--- config.mk ---
export PLATFORM = sky130hd
export DESIGN_NAME = dmem_access_unit
export DESIGN_NICKNAME = d
export VERILOG_FILES = /design/src/rtl/riscv151_pkg.sv /design/src/rtl/dmem_align.sv /design/src/rtl/dmem_access_unit.sv
export SDC_FILE = /design/constraint.sdc
export NUM_CORES = 1
export LEC_CHECK = 0
export CORE_ASPECT_RATIO = 1.1
export CORE_MARGIN = 3
export CORE_UTILIZATION = 40
export CTS_CLUSTER_DIAMETER = 50
export DETAILED_ROUTE_END_ITERATION = 10
export MAX_ROUTING_LAYER = met4
export PLACE_DENSITY = 0.82
export SYNTH_ARGS = -nofsm -noshare
export SYNTH_HDL_FRONTEND = slang
export SYNTH_SLANG_ARGS = --single-unit
--- constraint.sdc ---
create_clock -name clk -period 2.1 [get_ports clk]
set_clock_uncertainty 0.1 [all_clocks]
set_input_delay 0.63 -clock clk [delete_from_list [all_inputs] [get_ports clk]]
set_output_delay 0.63 -clock clk [all_outputs]
set_load 0.005 [all_outputs]
--- src/rtl/riscv151_pkg.sv ---
//------------------------------------------------------------------------------
// Module   : riscv151_pkg
// Brief    : Shared load/store size codes, helper decoders and the data-memory
//            access FSM state encoding.
// Revision : 1.0 - initial release
//------------------------------------------------------------------------------
`default_nettype none

package riscv151_pkg;

  localparam logic [2:0] c_size_b  = 3'd0;
  localparam logic [2:0] c_size_h  = 3'd1;
  localparam logic [2:0] c_size_w  = 3'd2;
  localparam logic [2:0] c_size_bu = 3'd4;
  localparam logic [2:0] c_size_hu = 3'd5;

  typedef enum logic [1:0] {
    ST_IDLE = 2'd0,
    ST_REQ  = 2'd1,
    ST_WAIT = 2'd2,
    ST_DONE = 2'd3
  } dmem_state_t;

  // Any code that is neither a byte nor a halfword access is treated as a word.
  function automatic logic size_is_byte(input logic [2:0] size);
    return (size == c_size_b) || (size == c_size_bu);
  endfunction

  function automatic logic size_is_half(input logic [2:0] size);
    return (size == c_size_h) || (size == c_size_hu);
  endfunction

endpackage

`default_nettype wire

--- src/rtl/dmem_align.sv ---
//------------------------------------------------------------------------------
// Module   : dmem_align
// Brief    : Combinational byte-lane steering for stores and shift/extension
//            for loads. Sub-size offset bits are masked to the access size.
// Revision : 1.0 - initial release
//------------------------------------------------------------------------------
`default_nettype none

module dmem_align
  import riscv151_pkg::*;
(
  input  logic [2:0]  size,
  input  logic [1:0]  offset,
  input  logic [31:0] store_data,
  input  logic [31:0] mem_rdata,
  output logic [3:0]  wstrb,
  output logic [31:0] lane_wdata,
  output logic [31:0] load_data
);

  logic [1:0]  w_off;
  logic [31:0] w_shifted;
  logic        w_signed;

  always_comb begin
    w_off      = 2'b00;
    wstrb      = 4'b1111;
    lane_wdata = store_data;
    w_signed   = (size == c_size_b) || (size == c_size_h);
    if (size_is_byte(size)) begin
      w_off      = offset;
      wstrb      = 4'b0001 << offset;
      lane_wdata = {4{store_data[7:0]}};
    end else if (size_is_half(size)) begin
      w_off      = {offset[1], 1'b0};
      wstrb      = 4'b0011 << w_off;
      lane_wdata = {2{store_data[15:0]}};
    end
    w_shifted = mem_rdata >> {w_off, 3'b000};
    load_data = w_shifted;
    if (size_is_byte(size)) begin
      load_data = {{24{w_signed & w_shifted[7]}}, w_shifted[7:0]};
    end else if (size_is_half(size)) begin
      load_data = {{16{w_signed & w_shifted[15]}}, w_shifted[15:0]};
    end
  end

endmodule

`default_nettype wire

--- src/rtl/dmem_access_unit.sv ---
//------------------------------------------------------------------------------
// Module   : dmem_access_unit
// Brief    : M-stage data-memory access FSM with valid/ready request channel.
//            Optional misaligned-access trap enabled by DMEM_MISALIGN_TRAP_EN.
// Revision : 1.0 - initial release
//------------------------------------------------------------------------------
`default_nettype none

module dmem_access_unit
  import riscv151_pkg::*;
#(
  parameter int ADDR_WIDTH = 32,
  parameter int DATA_WIDTH = 32
) (
  input  logic                  clk,
  input  logic                  reset,
  input  logic                  req_valid,
  input  logic                  req_we,
  input  logic [2:0]            req_size,
  input  logic [ADDR_WIDTH-1:0] req_addr,
  input  logic [DATA_WIDTH-1:0] req_wdata,
  output logic                  stall,
  output logic [DATA_WIDTH-1:0] rdata,
  output logic                  rdata_valid,
  output logic                  misalign,
  output logic                  mem_req_valid,
  input  logic                  mem_req_ready,
  output logic                  mem_we,
  output logic [ADDR_WIDTH-1:0] mem_addr,
  output logic [DATA_WIDTH-1:0] mem_wdata,
  output logic [3:0]            mem_wstrb,
  input  logic                  mem_resp_valid,
  input  logic [DATA_WIDTH-1:0] mem_rdata
);

  dmem_state_t           r_state;
  dmem_state_t           w_next;
  logic                  r_we;
  logic [2:0]            r_size;
  logic [ADDR_WIDTH-1:0] r_addr;
  logic [DATA_WIDTH-1:0] r_wdata;
  logic                  r_misalign;
  logic [DATA_WIDTH-1:0] r_rdata;
  logic [DATA_WIDTH-1:0] w_load_data;
  logic                  w_misaligned_in;

`ifdef DMEM_MISALIGN_TRAP_EN
  assign w_misaligned_in = (size_is_half(req_size) && req_addr[0]) ||
                           (!size_is_byte(req_size) && !size_is_half(req_size) &&
                            (req_addr[1:0] != 2'b00));
`else
  assign w_misaligned_in = 1'b0;
`endif

  always_ff @(posedge clk or negedge reset) begin
    if (!reset) begin
      r_state <= ST_IDLE;
    end else begin
      r_state <= w_next;
    end
  end

  always_comb begin
    w_next        = r_state;
    stall         = 1'b0;
    mem_req_valid = 1'b0;
    rdata_valid   = 1'b0;
    misalign      = 1'b0;
    case (r_state)
      ST_IDLE: begin
        if (req_valid) begin
          stall  = 1'b1;
          w_next = w_misaligned_in ? ST_DONE : ST_REQ;
        end
      end
      ST_REQ: begin
        stall         = 1'b1;
        mem_req_valid = 1'b1;
        if (mem_req_ready) w_next = r_we ? ST_DONE : ST_WAIT;
      end
      ST_WAIT: begin
        stall = 1'b1;
        if (mem_resp_valid) w_next = ST_DONE;
      end
      ST_DONE: begin
        rdata_valid = !r_we && !r_misalign;
        misalign    = r_misalign;
        w_next      = ST_IDLE;
      end
      default: w_next = ST_IDLE;
    endcase
  end

  // Request payload is captured once in IDLE so it stays stable while REQ waits.
  always_ff @(posedge clk or negedge reset) begin
    if (!reset) begin
      r_we       <= 1'b0;
      r_size     <= 3'd0;
      r_addr     <= '0;
      r_wdata    <= '0;
      r_misalign <= 1'b0;
      r_rdata    <= '0;
    end else begin
      if (r_state == ST_IDLE && req_valid) begin
        r_we       <= req_we;
        r_size     <= req_size;
        r_addr     <= req_addr;
        r_wdata    <= req_wdata;
        r_misalign <= w_misaligned_in;
      end
      if (r_state == ST_WAIT && mem_resp_valid) begin
        r_rdata <= w_load_data;
      end
    end
  end

  dmem_align u_align (
    .size       (r_size),
    .offset     (r_addr[1:0]),
    .store_data (r_wdata),
    .mem_rdata  (mem_rdata),
    .wstrb      (mem_wstrb),
    .lane_wdata (mem_wdata),
    .load_data  (w_load_data)
  );

  assign mem_we   = r_we;
  assign mem_addr = {r_addr[ADDR_WIDTH-1:2], 2'b00};
  assign rdata    = r_rdata;

endmodule

`default_nettype wire
==> impl_metrics.env <==
export IMPL_status="complete, but fails checks"
export IMPL_violations="setup timing"
export IMPL_crit_top_cell="buf_6"
export IMPL_yosysWarnings=0
export IMPL_hold_slack_ps=64.4
export IMPL_path_depth=5
export IMPL_crit_family="flip-flops"
export IMPL_cp_start_kind="flip-flop"
export IMPL_route_antenna_remaining_nets=0
export IMPL_max_slew_margin=0.663
export IMPL_setup_ws_ps=-273
export IMPL_area_growth_pct=55.1
export IMPL_met3WireLength_mm=1.03
export IMPL_chipWidth_um=115
export IMPL_numPortBuffers=206
export IMPL_tritoncts="yes"
export IMPL_rr_endpoint="rdata[18]$_DFFE_PN0P_"
export IMPL_syn_area_um2=5240
export IMPL_ff2ff_path_depth=8
export IMPL_cts_buffer_depth=2
export IMPL_first_iter_violations=270
export IMPL_h_tree_depth=3
export IMPL_cts_clk_slew_worst_paths_ps=70
export IMPL_routed_wl_met2_mm=7.93
export IMPL_dieHeight_um=126
export IMPL_cp_max_fo=7
export IMPL_io_pins=210
export IMPL_antenna_found_initial=0
export IMPL_arrival_ps=1640
export IMPL_maxSlewViolCount=0
export IMPL_tightest_slew_ps=504
export IMPL_cp_cell_sequence="nor2_4, buf_6, buf_6, mux2_4, buf_6"
export IMPL_grt_overflow_total=0
export IMPL_vdd_drop_max_mv=0.826
export IMPL_max_clock_freq_mhz=421
export IMPL_drive_above_1_share=0.339
export IMPL_first_pass_iters=4
export IMPL_nets=770
export IMPL_cp_startpoint="r_size[1]$_DFFE_PN0P_"
export IMPL_worstSetupPathType="reg -> out"
export IMPL_maxCapViolCount=0
export IMPL_postCtsHoldBufs=0
export IMPL_dp_final_hpwl_mm=11.0
export IMPL_cts_buffers_inserted=9
export IMPL_ys_ff_latch=102
export IMPL_setup_viol_count_final=28
export IMPL_place_gp_congestion=0.892
export IMPL_route_vias_total=4374
export IMPL_end_kind="output port"
export IMPL_core_area_um2=12700
export IMPL_start_util=0.413
export IMPL_slowest_stage="dfrtp_2"
export IMPL_ys_seq_area_frac=0.487
export IMPL_highest_layer="met4"
export IMPL_grt_usage=0.218
export IMPL_cts_sinks=102
export IMPL_layout_common_cells="clkdlybuf4s50_1 (173), dfrtp_1 (98), mux2_2 (81)"
export IMPL_synthCells=465
export IMPL_diodes=0
export IMPL_crit_buf_inv=3
export IMPL_cellPowerDensity_nw_per_um2=1590
export IMPL_rr_startpoint="r_size[1]$_DFFE_PN0P_"
export IMPL_synth_avg_cell_area_um2=11.3
export IMPL_grt_max_degree=51
export IMPL_wl_per_cell_um=18.8
export IMPL_hp_class="in -> async"
export IMPL_post_route_drc_count=0
export IMPL_m1WireLength_mm=6.05
export IMPL_fin_setup_tns_ps=-4430
export IMPL_cts_root_buf="clkbuf_16"
export IMPL_hold_violations=0
export IMPL_rsz0062_at_grt="true"
export IMPL_cpPeakStageDelay_ps=470
export IMPL_grt_pass1_wl_mm=24.4
export IMPL_period_share=1.13
export IMPL_first_global_vias=4785
export IMPL_clkLatencyLatePin_ps=350
export IMPL_required_ps=1370
export IMPL_fp_row_count=43
export IMPL_nFillCells=1013
export IMPL_layout_commonest_cell="clkdlybuf4s50_1"
export IMPL_wirelength_mm=15.5
export IMPL_rrSetupSlack_ps=60
export IMPL_finalCriticalPeriod_ps=2370
export IMPL_p_leak_nw=3.47
export IMPL_synth_distinct_cells=31
export IMPL_viasPerCell=5.33
export IMPL_dieArea_um2=14500
export IMPL_crit_path_end="mem_wdata[11]"
[repair_timing]
| item | CTS | global route |
|---|---|---|
| pin swaps | 2 | 8 |
| resized for setup | 166 | 73 |
| cloned | 2 | 0 |
| setup buffers | 13 | 6 |
| setup endpoints to repair | 31 | 58 |
[Yosys cell counts (all sizes together)]
library cell	count	area (um^2)
a21o	1	7.51
a31oi	16	100
o21bai	1	7.51
a22oi	8	60.1
mux2	93	1050
ha	6	75.1
a21oi	18	90.1
a2111oi	1	8.76
nor2b	2	12.5
dfrtp	102	2550
a211oi	1	12.5
o21ai	19	95.1
nor4	1	6.26
a22o	1	8.76
o22ai	16	100
nand2b	4	27.5
conb	1	3.75
inv	6	22.5
clkbuf	11	41.3
nor2	7	26.3
nor3	1	5.00
a211o	1	8.76
mux2i	24	240
buf	62	405
o221ai	8	70.1
and2	2	12.5
nand2	52	195
[registers in the layout, indices dropped and copies added, names as in the netlist]
signal	cells
mem_we	1
r_addr	32
r_state	2
r_size	3
rdata	32
r_wdata	32
[worst min path at each step]
stage                       startpoint                       to  slack [ps]  depth (start not counted)
5_1_grt                          reset    r_addr[9]$_DFFE_PN0P_          70                          1
4_1_cts                          reset    r_addr[9]$_DFFE_PN0P_          70                          1
2_1_floorplan                    reset       mem_we$_DFFE_PN0P_         230                          0
6_report                         reset    r_addr[9]$_DFFE_PN0P_          60                          1
3_3_place_gp      rdata[7]$_DFFE_PN0P_     rdata[7]$_DFFE_PN0P_         380                          2
3_5_place_dp   r_wdata[16]$_DFFE_PN0P_  r_wdata[16]$_DFFE_PN0P_         390                          1
[cells by family after synthesis]
logic type      count (synthesis)  synth area share
other cells                     1          0.000715
fa+ha+maj                       6            0.0143
compound gates                 91             0.109
flops                         102             0.487
buf+inv                        79            0.0895
mux                           117             0.246
simple gates                   69            0.0544
[final cells by class]
class                   count  area [um^2]  share of cell area
clock buffers              12          267              0.0328
flip-flops and latches    102         2560               0.315
well taps                 157          196              0.0242
inverters                   6         25.0             0.00308
clock inverters             4         77.6             0.00954
multi-input cells         286         2450               0.301
repair buffers            254         2560               0.315
[where the power goes]
group	switching (mW)	leakage, nW	internal (mW)
clock	0.728	0.169	1.15
sequential	0.732	1.21	2.98
combinational	2.88	2.09	4.49
total	4.34	3.47	8.62
[metrics by stage]
| step | instance area [um^2] | utilization | cells | worst slack, ps | power (mW) |
|---|---|---|---|---|---|
| 3_3_place_gp | 7350 | 0.579 | 787 | -423 | 9.85 |
| 2_1_floorplan | 5250 | - | 467 | 139 | 7.00 |
| 3_5_place_dp | 7350 | 0.579 | 787 | -437 | 10.1 |
| 6_report | 8130 | 0.640 | 821 | -273 | 13.0 |
| 4_1_cts | 7940 | 0.625 | 818 | -295 | 12.5 |
| 5_1_grt | 8130 | 0.640 | 821 | -336 | 13.8 |
[routing by layer]
metal | vias up | global-route usage
met5 | - | -
met4 | 0 | 0.0905
met3 | 33 | 0.0524
met2 | 205 | 0.359
met1 | 2139 | 0.254
li1 | 1997 | -
Note: power is estimated with default switching activity, not from simulation.
